===== config.mk =====
export PLATFORM = sky130hd
export DESIGN_NAME = kbd_scan_sequencer
export DESIGN_NICKNAME = d
export VERILOG_FILES = /design/src/rtl/kbd_pkg.sv /design/src/rtl/kbd_evt_fifo.sv /design/src/rtl/kbd_scan_sequencer.sv
export SDC_FILE = /design/constraint.sdc
export NUM_CORES = 1
export LEC_CHECK = 0
export CORE_AREA = 2 2 67 69
export DETAILED_ROUTE_END_ITERATION = 7
export DIE_AREA = 0 0 69 71
export PLACE_DENSITY_LB_ADDON = 0.3
export SLEW_MARGIN = 20
export SYNTH_ARGS = -nofsm -noshare
export SYNTH_HDL_FRONTEND = slang
export SYNTH_SLANG_ARGS = --single-unit

===== constraint.sdc =====
create_clock -name clk_i -period 7.4 [get_ports clk_i]
set_input_delay 1.48 -clock clk_i [delete_from_list [all_inputs] [get_ports clk_i]]
set_output_delay 1.48 -clock clk_i [all_outputs]
set_load 0.03 [all_outputs]

===== src/rtl/kbd_pkg.sv =====
`default_nettype none
// ============================================================================
//  Module      : kbd_pkg
//  Description : Shared definitions for the PS/2 scan-code sequencer.
//                Holds the PS/2 prefix/shift scan codes, the prefix-state
//                enum, the buffered key event record and small helpers.
//  Revision    : 1.0  initial release
// ============================================================================
package kbd_pkg;

    localparam logic [7:0] SC_EXT    = 8'hE0;
    localparam logic [7:0] SC_BREAK  = 8'hF0;
    localparam logic [7:0] SC_LSHIFT = 8'h12;
    localparam logic [7:0] SC_RSHIFT = 8'h59;

    // Prefix tracking: which of E0 / F0 have been seen for the event
    // currently being assembled.
    typedef enum logic [1:0] {
        ST_IDLE    = 2'd0,
        ST_EXT     = 2'd1,
        ST_BRK     = 2'd2,
        ST_EXT_BRK = 2'd3
    } prefix_state_e;

    // One completed key event, 10 bits wide.
    typedef struct packed {
        logic       ext;
        logic       brk;
        logic [7:0] code;
    } kbd_evt_t;

    // PS/2 frames carry odd parity over data plus parity bit.
    function automatic logic parity_ok(input logic [8:0] sc);
        return ^sc;
    endfunction

    function automatic logic is_shift(input logic [7:0] code);
        return (code == SC_LSHIFT) || (code == SC_RSHIFT);
    endfunction

endpackage
`default_nettype wire


===== src/rtl/kbd_evt_fifo.sv =====
`default_nettype none
// ============================================================================
//  Module      : kbd_evt_fifo
//  Description : Synchronous FIFO holding completed key events.
//                Push is refused when full unless a pop happens in the same
//                cycle; a pop while empty is ignored. The head entry reads
//                as all-zero while the FIFO is empty.
//  Ports       : clk_i    - clock, rising edge
//                rst_ni   - synchronous active-low reset
//                push_i   - write data_i this cycle
//                data_i   - event to write
//                pop_i    - remove the head entry this cycle
//                data_o   - head entry (zero when empty)
//                full_o   - FIFO_DEPTH entries stored
//                empty_o  - no entries stored
//  Revision    : 1.0  initial release
// ============================================================================
module kbd_evt_fifo
    import kbd_pkg::*;
#(
    parameter int FIFO_DEPTH = 4   // power of two, at least 2
) (
    input  logic     clk_i,
    input  logic     rst_ni,
    input  logic     push_i,
    input  kbd_evt_t data_i,
    input  logic     pop_i,
    output kbd_evt_t data_o,
    output logic     full_o,
    output logic     empty_o
);

    localparam int AW = $clog2(FIFO_DEPTH);
    localparam int CW = AW + 1;
    localparam logic [CW-1:0] FULL_COUNT = CW'(FIFO_DEPTH);

    logic [AW-1:0] wr_ptr_q;
    logic [AW-1:0] rd_ptr_q;
    logic [CW-1:0] count_q;
    kbd_evt_t      mem_q [FIFO_DEPTH];

    logic push_ok;
    logic pop_ok;

    assign empty_o = (count_q == '0);
    assign full_o  = (count_q == FULL_COUNT);

    assign pop_ok  = pop_i && !empty_o;
    // A pop frees a slot in the same edge, so a full FIFO can still accept.
    assign push_ok = push_i && (!full_o || pop_ok);

    // Pointers are power-of-two wide, so plain increment wraps modulo depth.
    always_ff @(posedge clk_i) begin
        if (!rst_ni) begin
            wr_ptr_q <= '0;
            rd_ptr_q <= '0;
            count_q  <= '0;
        end else begin
            if (push_ok) begin
                wr_ptr_q <= wr_ptr_q + 1'b1;
            end
            if (pop_ok) begin
                rd_ptr_q <= rd_ptr_q + 1'b1;
            end
            if (push_ok && !pop_ok) begin
                count_q <= count_q + 1'b1;
            end else if (pop_ok && !push_ok) begin
                count_q <= count_q - 1'b1;
            end
        end
    end

    // Storage needs no reset: it is only observed through a non-empty head.
    always_ff @(posedge clk_i) begin
        if (push_ok) begin
            mem_q[wr_ptr_q] <= data_i;
        end
    end

    assign data_o = empty_o ? '0 : mem_q[rd_ptr_q];

endmodule
`default_nettype wire


===== src/rtl/kbd_scan_sequencer.sv =====
`default_nettype none
// ============================================================================
//  Module      : kbd_scan_sequencer
//  Description : Turns a stream of PS/2 scan bytes into key events.
//                Checks odd parity, folds E0/F0 prefixes into an
//                {ext, brk, code} event, tracks the shift keys and buffers
//                events in a FIFO for a ready/valid consumer.
//  Ports       : clk_i          - clock, rising edge
//                rst_ni         - synchronous active-low reset
//                scan_code_p_i  - [8] odd parity bit, [7:0] scan byte
//                valid_i        - scan_code_p_i offered this cycle
//                key_code_o     - head event scan code
//                key_ext_o      - head event had the E0 prefix
//                key_break_o    - head event is a release
//                key_valid_o    - buffer non-empty, head fields valid
//                key_ready_i    - consumer takes the head event
//                shift_held_o   - left or right shift currently pressed
//                parity_err_o   - one-cycle pulse after a rejected byte
//                overflow_o     - sticky, an event was dropped (buffer full)
//  Revision    : 1.0  initial release
// ============================================================================
module kbd_scan_sequencer
    import kbd_pkg::*;
#(
    parameter int FIFO_DEPTH = 4   // power of two, at least 2
) (
    input  logic       clk_i,
    input  logic       rst_ni,
    input  logic [8:0] scan_code_p_i,
    input  logic       valid_i,
    output logic [7:0] key_code_o,
    output logic       key_ext_o,
    output logic       key_break_o,
    output logic       key_valid_o,
    input  logic       key_ready_i,
    output logic       shift_held_o,
    output logic       parity_err_o,
    output logic       overflow_o
);

    prefix_state_e state_q, state_d;
    logic          shift_q, shift_d;
    logic          perr_q,  perr_d;
    logic          ovf_q,   ovf_d;

    logic          evt_push;
    kbd_evt_t      evt;
    kbd_evt_t      head;
    logic          fifo_full;
    logic          fifo_empty;
    logic          pop;

    logic [7:0]    scan_byte;

    assign scan_byte = scan_code_p_i[7:0];
    assign pop       = key_ready_i && !fifo_empty;

    // ------------------------------------------------------------------
    // Prefix FSM: next state and event assembly
    // ------------------------------------------------------------------
    always_comb begin
        state_d  = state_q;
        evt_push = 1'b0;
        evt      = '0;
        perr_d   = 1'b0;

        if (valid_i) begin
            if (!parity_ok(scan_code_p_i)) begin
                // A corrupted byte also abandons any partial prefix.
                perr_d  = 1'b1;
                state_d = ST_IDLE;
            end else begin
                unique case (state_q)
                    ST_IDLE: begin
                        if (scan_byte == SC_EXT) begin
                            state_d = ST_EXT;
                        end else if (scan_byte == SC_BREAK) begin
                            state_d = ST_BRK;
                        end else begin
                            evt_push = 1'b1;
                            evt      = '{ext: 1'b0, brk: 1'b0, code: scan_byte};
                        end
                    end
                    ST_EXT: begin
                        if (scan_byte == SC_EXT) begin
                            state_d = ST_EXT;
                        end else if (scan_byte == SC_BREAK) begin
                            state_d = ST_EXT_BRK;
                        end else begin
                            evt_push = 1'b1;
                            evt      = '{ext: 1'b1, brk: 1'b0, code: scan_byte};
                            state_d  = ST_IDLE;
                        end
                    end
                    ST_BRK, ST_EXT_BRK: begin
                        // A prefix byte after F0 is a protocol violation;
                        // restart decoding as if this byte arrived in IDLE.
                        if (scan_byte == SC_EXT) begin
                            state_d = ST_EXT;
                        end else if (scan_byte == SC_BREAK) begin
                            state_d = ST_BRK;
                        end else begin
                            evt_push = 1'b1;
                            evt      = '{ext: (state_q == ST_EXT_BRK),
                                         brk: 1'b1,
                                         code: scan_byte};
                            state_d  = ST_IDLE;
                        end
                    end
                    default: begin
                        state_d = ST_IDLE;
                    end
                endcase
            end
        end
    end

    // ------------------------------------------------------------------
    // Shift tracking and overflow flag
    // ------------------------------------------------------------------
    always_comb begin
        shift_d = shift_q;
        ovf_d   = ovf_q;

        // Shift state follows every completed event, even one the full
        // buffer drops, so it never disagrees with the physical keys.
        if (evt_push && !evt.ext && is_shift(evt.code)) begin
            shift_d = !evt.brk;
        end

        if (evt_push && fifo_full && !pop) begin
            ovf_d = 1'b1;
        end
    end

    always_ff @(posedge clk_i) begin
        if (!rst_ni) begin
            state_q <= ST_IDLE;
            shift_q <= 1'b0;
            perr_q  <= 1'b0;
            ovf_q   <= 1'b0;
        end else begin
            state_q <= state_d;
            shift_q <= shift_d;
            perr_q  <= perr_d;
            ovf_q   <= ovf_d;
        end
    end

    // ------------------------------------------------------------------
    // Event buffer
    // ------------------------------------------------------------------
    kbd_evt_fifo #(
        .FIFO_DEPTH (FIFO_DEPTH)
    ) u_evt_fifo (
        .clk_i   (clk_i),
        .rst_ni  (rst_ni),
        .push_i  (evt_push),
        .data_i  (evt),
        .pop_i   (pop),
        .data_o  (head),
        .full_o  (fifo_full),
        .empty_o (fifo_empty)
    );

    assign key_valid_o  = !fifo_empty;
    assign key_code_o   = head.code;
    assign key_ext_o    = head.ext;
    assign key_break_o  = head.brk;
    assign shift_held_o = shift_q;
    assign parity_err_o = perr_q;
    assign overflow_o   = ovf_q;

endmodule
`default_nettype wire


After elaboration in Yosys (flattened, before gate mapping). Memory sizes are Yosys's and may differ from the RTL's. A register that Yosys moved wholly into a read port is not among the register bits. Cells that the tools add are included.

Register bits after elaboration: 12. Bits in writable memories: 40. Input bits: 13. Memories: 1.

Memories: u_evt_fifo.mem_q (depth 4, bits a word 10, rd ports 1, clocked after Yosys merged registers in 1, wr ports 1, RTL line kbd_evt_fifo.sv:40) `kbd_evt_t mem_q [FIFO_DEPTH];`.

$add $sub $neg: 4. Equal/unequal tests: 9. Multiplexer cells: 30. Reduce and logical (&&, ||, !) cells: 26.

Operator list (number): $mux W10 (7); $pmux W10 S3 (1); $mux W2 (9); $eq A8 B8 Y1 const B (2); $mux W8 (2); $logic_and A1 B1 Y1 (9); $reduce_xor A9 Y1 (1); $eq A8 B5 Y1 const B (1); $eq A8 B7 Y1 const B (1); $mux W1 (8); $logic_not A1 Y1 (7); $mux W3 (2); $pmux W2 S3 (1); $add A2 B1 Y2 const B (2); $eq A2 B2 Y1 const B (2); $ne A4 B4 Y1 const B (1); $reduce_and A2 Y1 (2); $reduce_or A4 Y1 (1); $add A3 B1 Y3 const B (1); $eq A3 B3 Y1 const B (1); $logic_not A3 Y1 (1); $sub A3 B1 Y3 const B (1); $eq A2 B1 Y1 const B (1); $logic_not A2 Y1 (1); 3 further kinds (4).

Depth between registers and ports, before layout.
Depth in word-level cells: 11. Mapped depth: 11.

Hierarchy. A second synthesis with hierarchy kept.

Cells, all modules: 166. Area total of the unflattened synthesis: 2502.4 µm².

Modules (own cells, without submodules): kbd_evt_fifo (cells each 112, area an instance 2055.7 µm², times used 1); kbd_scan_sequencer (cells each 54, area an instance 446.7 µm², times used 1).

Worst setup path before layout. No wires, ideal clock.

Path type: in2reg. Start point: in scan_code_p_i[2]. End point: reg u_evt_fifo.count_q[2]. Cell stages on the path: 11. Setup slack: 3340 ps. Library setup time: 76 ps. Arrival: 3985 ps. Buffers on the path: 0. Path through: inv_1 -> ha_1 -> xnor3_2 -> xnor2_2 -> nor3b_4 -> ha_1 -> inv_1 -> fa_1 -> xor2_1 -> or3_1 -> a21boi_0.

Longest elaborated chain between the ends: 10. Elaborated cells between the ends (all ways): 14. Classes of those cells: eq/ne: 2; mux: 6; reduce/logical: 6.

RTL lines: from (decl) (RTL line kbd_scan_sequencer.sv:29) `input logic [8:0] scan_code_p_i,`; $eq A8 B8 Y1 (RTL line kbd_scan_sequencer.sv:77, kbd_scan_sequencer.sv:87, kbd_scan_sequencer.sv:100); $mux W1 (RTL line kbd_scan_sequencer.sv:77, kbd_scan_sequencer.sv:87, kbd_scan_sequencer.sv:100); $mux W1 (RTL line kbd_scan_sequencer.sv:75) `if (scan_byte == SC_EXT) begin`; $mux W1; $mux W1 * (RTL line kbd_scan_sequencer.sv:68) `if (!parity_ok(scan_code_p_i)) begin`; $mux W1 * (RTL line kbd_scan_sequencer.sv:67) `if (valid_i) begin`; $logic_and A1 B1 Y1 * (RTL line kbd_evt_fifo.sv:50) `assign push_ok = push_i && (!full_o || pop_ok);`; net u_evt_fifo.push_ok (RTL line kbd_evt_fifo.sv:42) `logic push_ok;`; $logic_not A1 Y1 (RTL line kbd_evt_fifo.sv:67) `end else if (pop_ok && !push_ok) begin`; $logic_and A1 B1 Y1 (RTL line kbd_evt_fifo.sv:67); $reduce_bool A2 Y1 (no line); to (signal assigned) (RTL line kbd_evt_fifo.sv:66) `count_q <= count_q + 1'b1;`; to (signal assigned) (RTL line kbd_evt_fifo.sv:68) `count_q <= count_q - 1'b1;`; to (decl) (RTL line kbd_evt_fifo.sv:39) `logic [CW-1:0] count_q;`.

Mark *: on every way through the listed nets, which the timed path passes. The rest lies on a longest branch. The select of a mux whose other input is x is not followed. A chain may end at the register's enable or synchronous reset.

Final worst setup path.
Start point: in scan_code_p_i[3]. End point: reg u_evt_fifo.count_q[2].

The elaborated chain is that of the path after synthesis.

==> results.cfg <==
[layout]
syn2layout_area_growth_pct = 17.7
multi_input_area_um2 = 885
fillers = 296
diodes = 0
final_cells = 244
fin_nets = 215
seqCellArea_mm2 = 0.00148
final_layout_size_suffix_gt1_frac = 0.109

[clocking]
clkSinkCount = 54
cts_buffer_depth = 2
ctsRootBufferMaster = clkbuf_8
cts_hold_buf = 0
cts_setup_buffers = 0
cts_made_buffers = 5
clock_latency_ns = 0.29
cts_tree = done
cts_resized = 0
clk_pin_slew_ns = 0.09
cts_max_level = 2

[sta]
slew_headroom = 0.544
tns_ns = 0
max_clock_freq_ghz = 0.217
finalMaxSlewViolations = 0
postLayoutSetupSlackWorst_ns = 2.79
finalClockSkew_ns = 0.00300
setup_viol = 0
final_hold_viol_count = 0
hold_ws_ns = 0.471
worst_pin_slew_ns = 0.683
period_share = 0.623
rsz0062_at_grt = no
finalCriticalPeriod_ns = 4.61

[worst_setup_path]
startpoint_type = primary input
cp_num_cells = 12
crit_buf_inv = 3
slowest_stage = clkdlybuf4s50_1
cp_cell_sequence = clkdlybuf4s50_1 -> inv_1 -> ha_1 -> xnor3_2 -> xnor2_2 -> nor3b_4 -> ha_1 -> inv_1 -> fa_1 -> xor2_1 -> or3_1 -> a21boi_0
critical_path.max_stage_delay_ns = 0.50
crit_type = in -> reg
worstPathArrival_ns = 4.83
critPathCaptureType = flop
reg2regPathDepth = 8
critPathMaxFanout = 13
cp_top_family = adder cells
crit_required_ns = 7.62

[logic_synthesis]
synth_common_cells = edfxtp_1, and2_1, dfxtp_1
synthMuxAreaShare = 0.109
postSynth.asyncResetShare = 0
synth_top_area_share = 0.495
synth_top_family_by_area = simple AND/OR/NAND/NOR gates
yosysMostFrequentCell = edfxtp_1
synth-compound-area-share = 0.0227
yosys_register_bits = 54
synth_area_per_cell_um2 = 14.9
synth_edf_count = 40
synthTopCellsByArea = edfxtp_1, dfxtp_1, mux4_2, and2_1, ha_1
synth_top_area_cell = edfxtp_1
netlist_instances = 163
yosysWarnings = 0
syn_area_mm2 = 0.00243
seq_area_frac_synth = 0.610
synth_cell_type_count = 37
yosys.area_share.simple = 0.138
syn-num-nets = 187
synth_fa_ha_area_frac = 0.0598
synthXorXnorAreaFrac = 0.0345
synth_ff_type = edfxtp_1

[detailed_routing]
ant_nets = 0
wl_met2_um = 1960
drc = 0
dr.pass1.iters = 4
wl_met3_um = 199
routed_via_density = 5.57
vias = 1359
wl_per_cell_um = 16.1
wl_met1_um = 1750
drt-initial-drc-count = 79
drt-total-wl_um = 3930
routed.top_layer = met4

[power]
leakagePower_nw = 1.01
p_per_area_mw_per_mm2 = 329
finalPower_mw = 0.940
ir_drop_mv = 0.184

[global_routing]
track_usage = 0.174
grt_overflow = 0
grt_pass1_vias = 1396
grt_max_degree = 17
antenna_found_initial = 0
grt_pass1_wl_um = 6620

[die]
io_pins = 27
row_count = 24
die-width_um = 69
initial_utilization = 0.577
die-area_mm2 = 0.00490
core-area_mm2 = 0.00420
fp.dieH_um = 71

[placed_design]
gp_congestion = 0.943
dp.final_hpwl_um = 2830
dp_cells = 236
pre_cts_ws_ns = 2.46
io_buffers = 26

[worst_hold_path]
min_path_cells = 1
min_path_type = reg -> reg

[run_status]
outcome = completed

[run]
cap_violations = 0
## area by class of cell
| type | instances | share of cell area |
|---|---|---|
| Timing Repair Buffer | 26 | 0.0911 |
| Tap cell | 52 | 0.0228 |
| Inverter | 9 | 0.0118 |
| Sequential cell | 54 | 0.518 |
| Clock buffer | 5 | 0.0241 |
| Multi-Input combinational cell | 95 | 0.310 |
| Clock inverter | 3 | 0.0223 |
## power by group
group / switching (mW) / leakage [nW] / internal [mW]
Sequential: 0.0322 / 0.481 / 0.367
Combinational: 0.163 / 0.466 / 0.157
Clock: 0.0873 / 0.0658 / 0.134
Total: 0.283 / 1.01 / 0.658
## kinds of logic after synthesis
kind of cell    Yosys count
fa+ha+maj                11
mux                      14
flops                    54
simple gates             54
xor+xnor                  7
compound gates            9
buf+inv                  14
## state kept, by name, indices dropped and copies added, names as in the netlist, named ones only
signal / count
u_evt_fifo.rd_ptr_q: 2
parity_err_o: 1
state_q: 2
u_evt_fifo.mem_q: 40
u_evt_fifo.count_q: 3
shift_held_o: 1
u_evt_fifo.wr_ptr_q: 2
overflow_o: 1
## routing by layer
metal | vias up | GRT usage
li1 | 657 | -
met1 | 652 | 0.228
met2 | 48 | 0.301
met3 | 2 | 0.0328
met4 | 0 | 0.0458
met5 | - | 0
## final timing paths
check | from | slack (ns) | endpoint
hold reg to reg | overflow_o | 0.47 | overflow_o
hold / removal | overflow_o | 0.47 | overflow_o
setup reg to reg | u_evt_fifo.count_q[0] | 4.80 | u_evt_fifo.count_q[2]
setup / recovery | scan_code_p_i[3] | 2.79 | u_evt_fifo.count_q[2]
## stage by stage
step | area (µm²) | util
2_1_floorplan | 2430 | -
3_3_place_gp | 2730 | 0.648
6_report | 2860 | 0.680
5_1_grt | 2860 | 0.680
4_1_cts | 2860 | 0.680
3_5_place_dp | 2730 | 0.648
## layout by cell type, fill, tap and decap left out, drive strengths merged, types with 2 or more instances in the layout
cell type / instances
edfxtp: 40
clkdlybuf4s50: 26
and2: 23
dfxtp: 14
mux4: 10
ha: 10
inv: 9
nand2: 8
nor3: 7
clkbuf: 5
mux2i: 4
xnor2: 4
and3: 3
o21ai: 3
xor2: 2
or3: 2
a21oi: 2
nor4: 2
bufinv: 2
(Power assumes the default switching activity.)
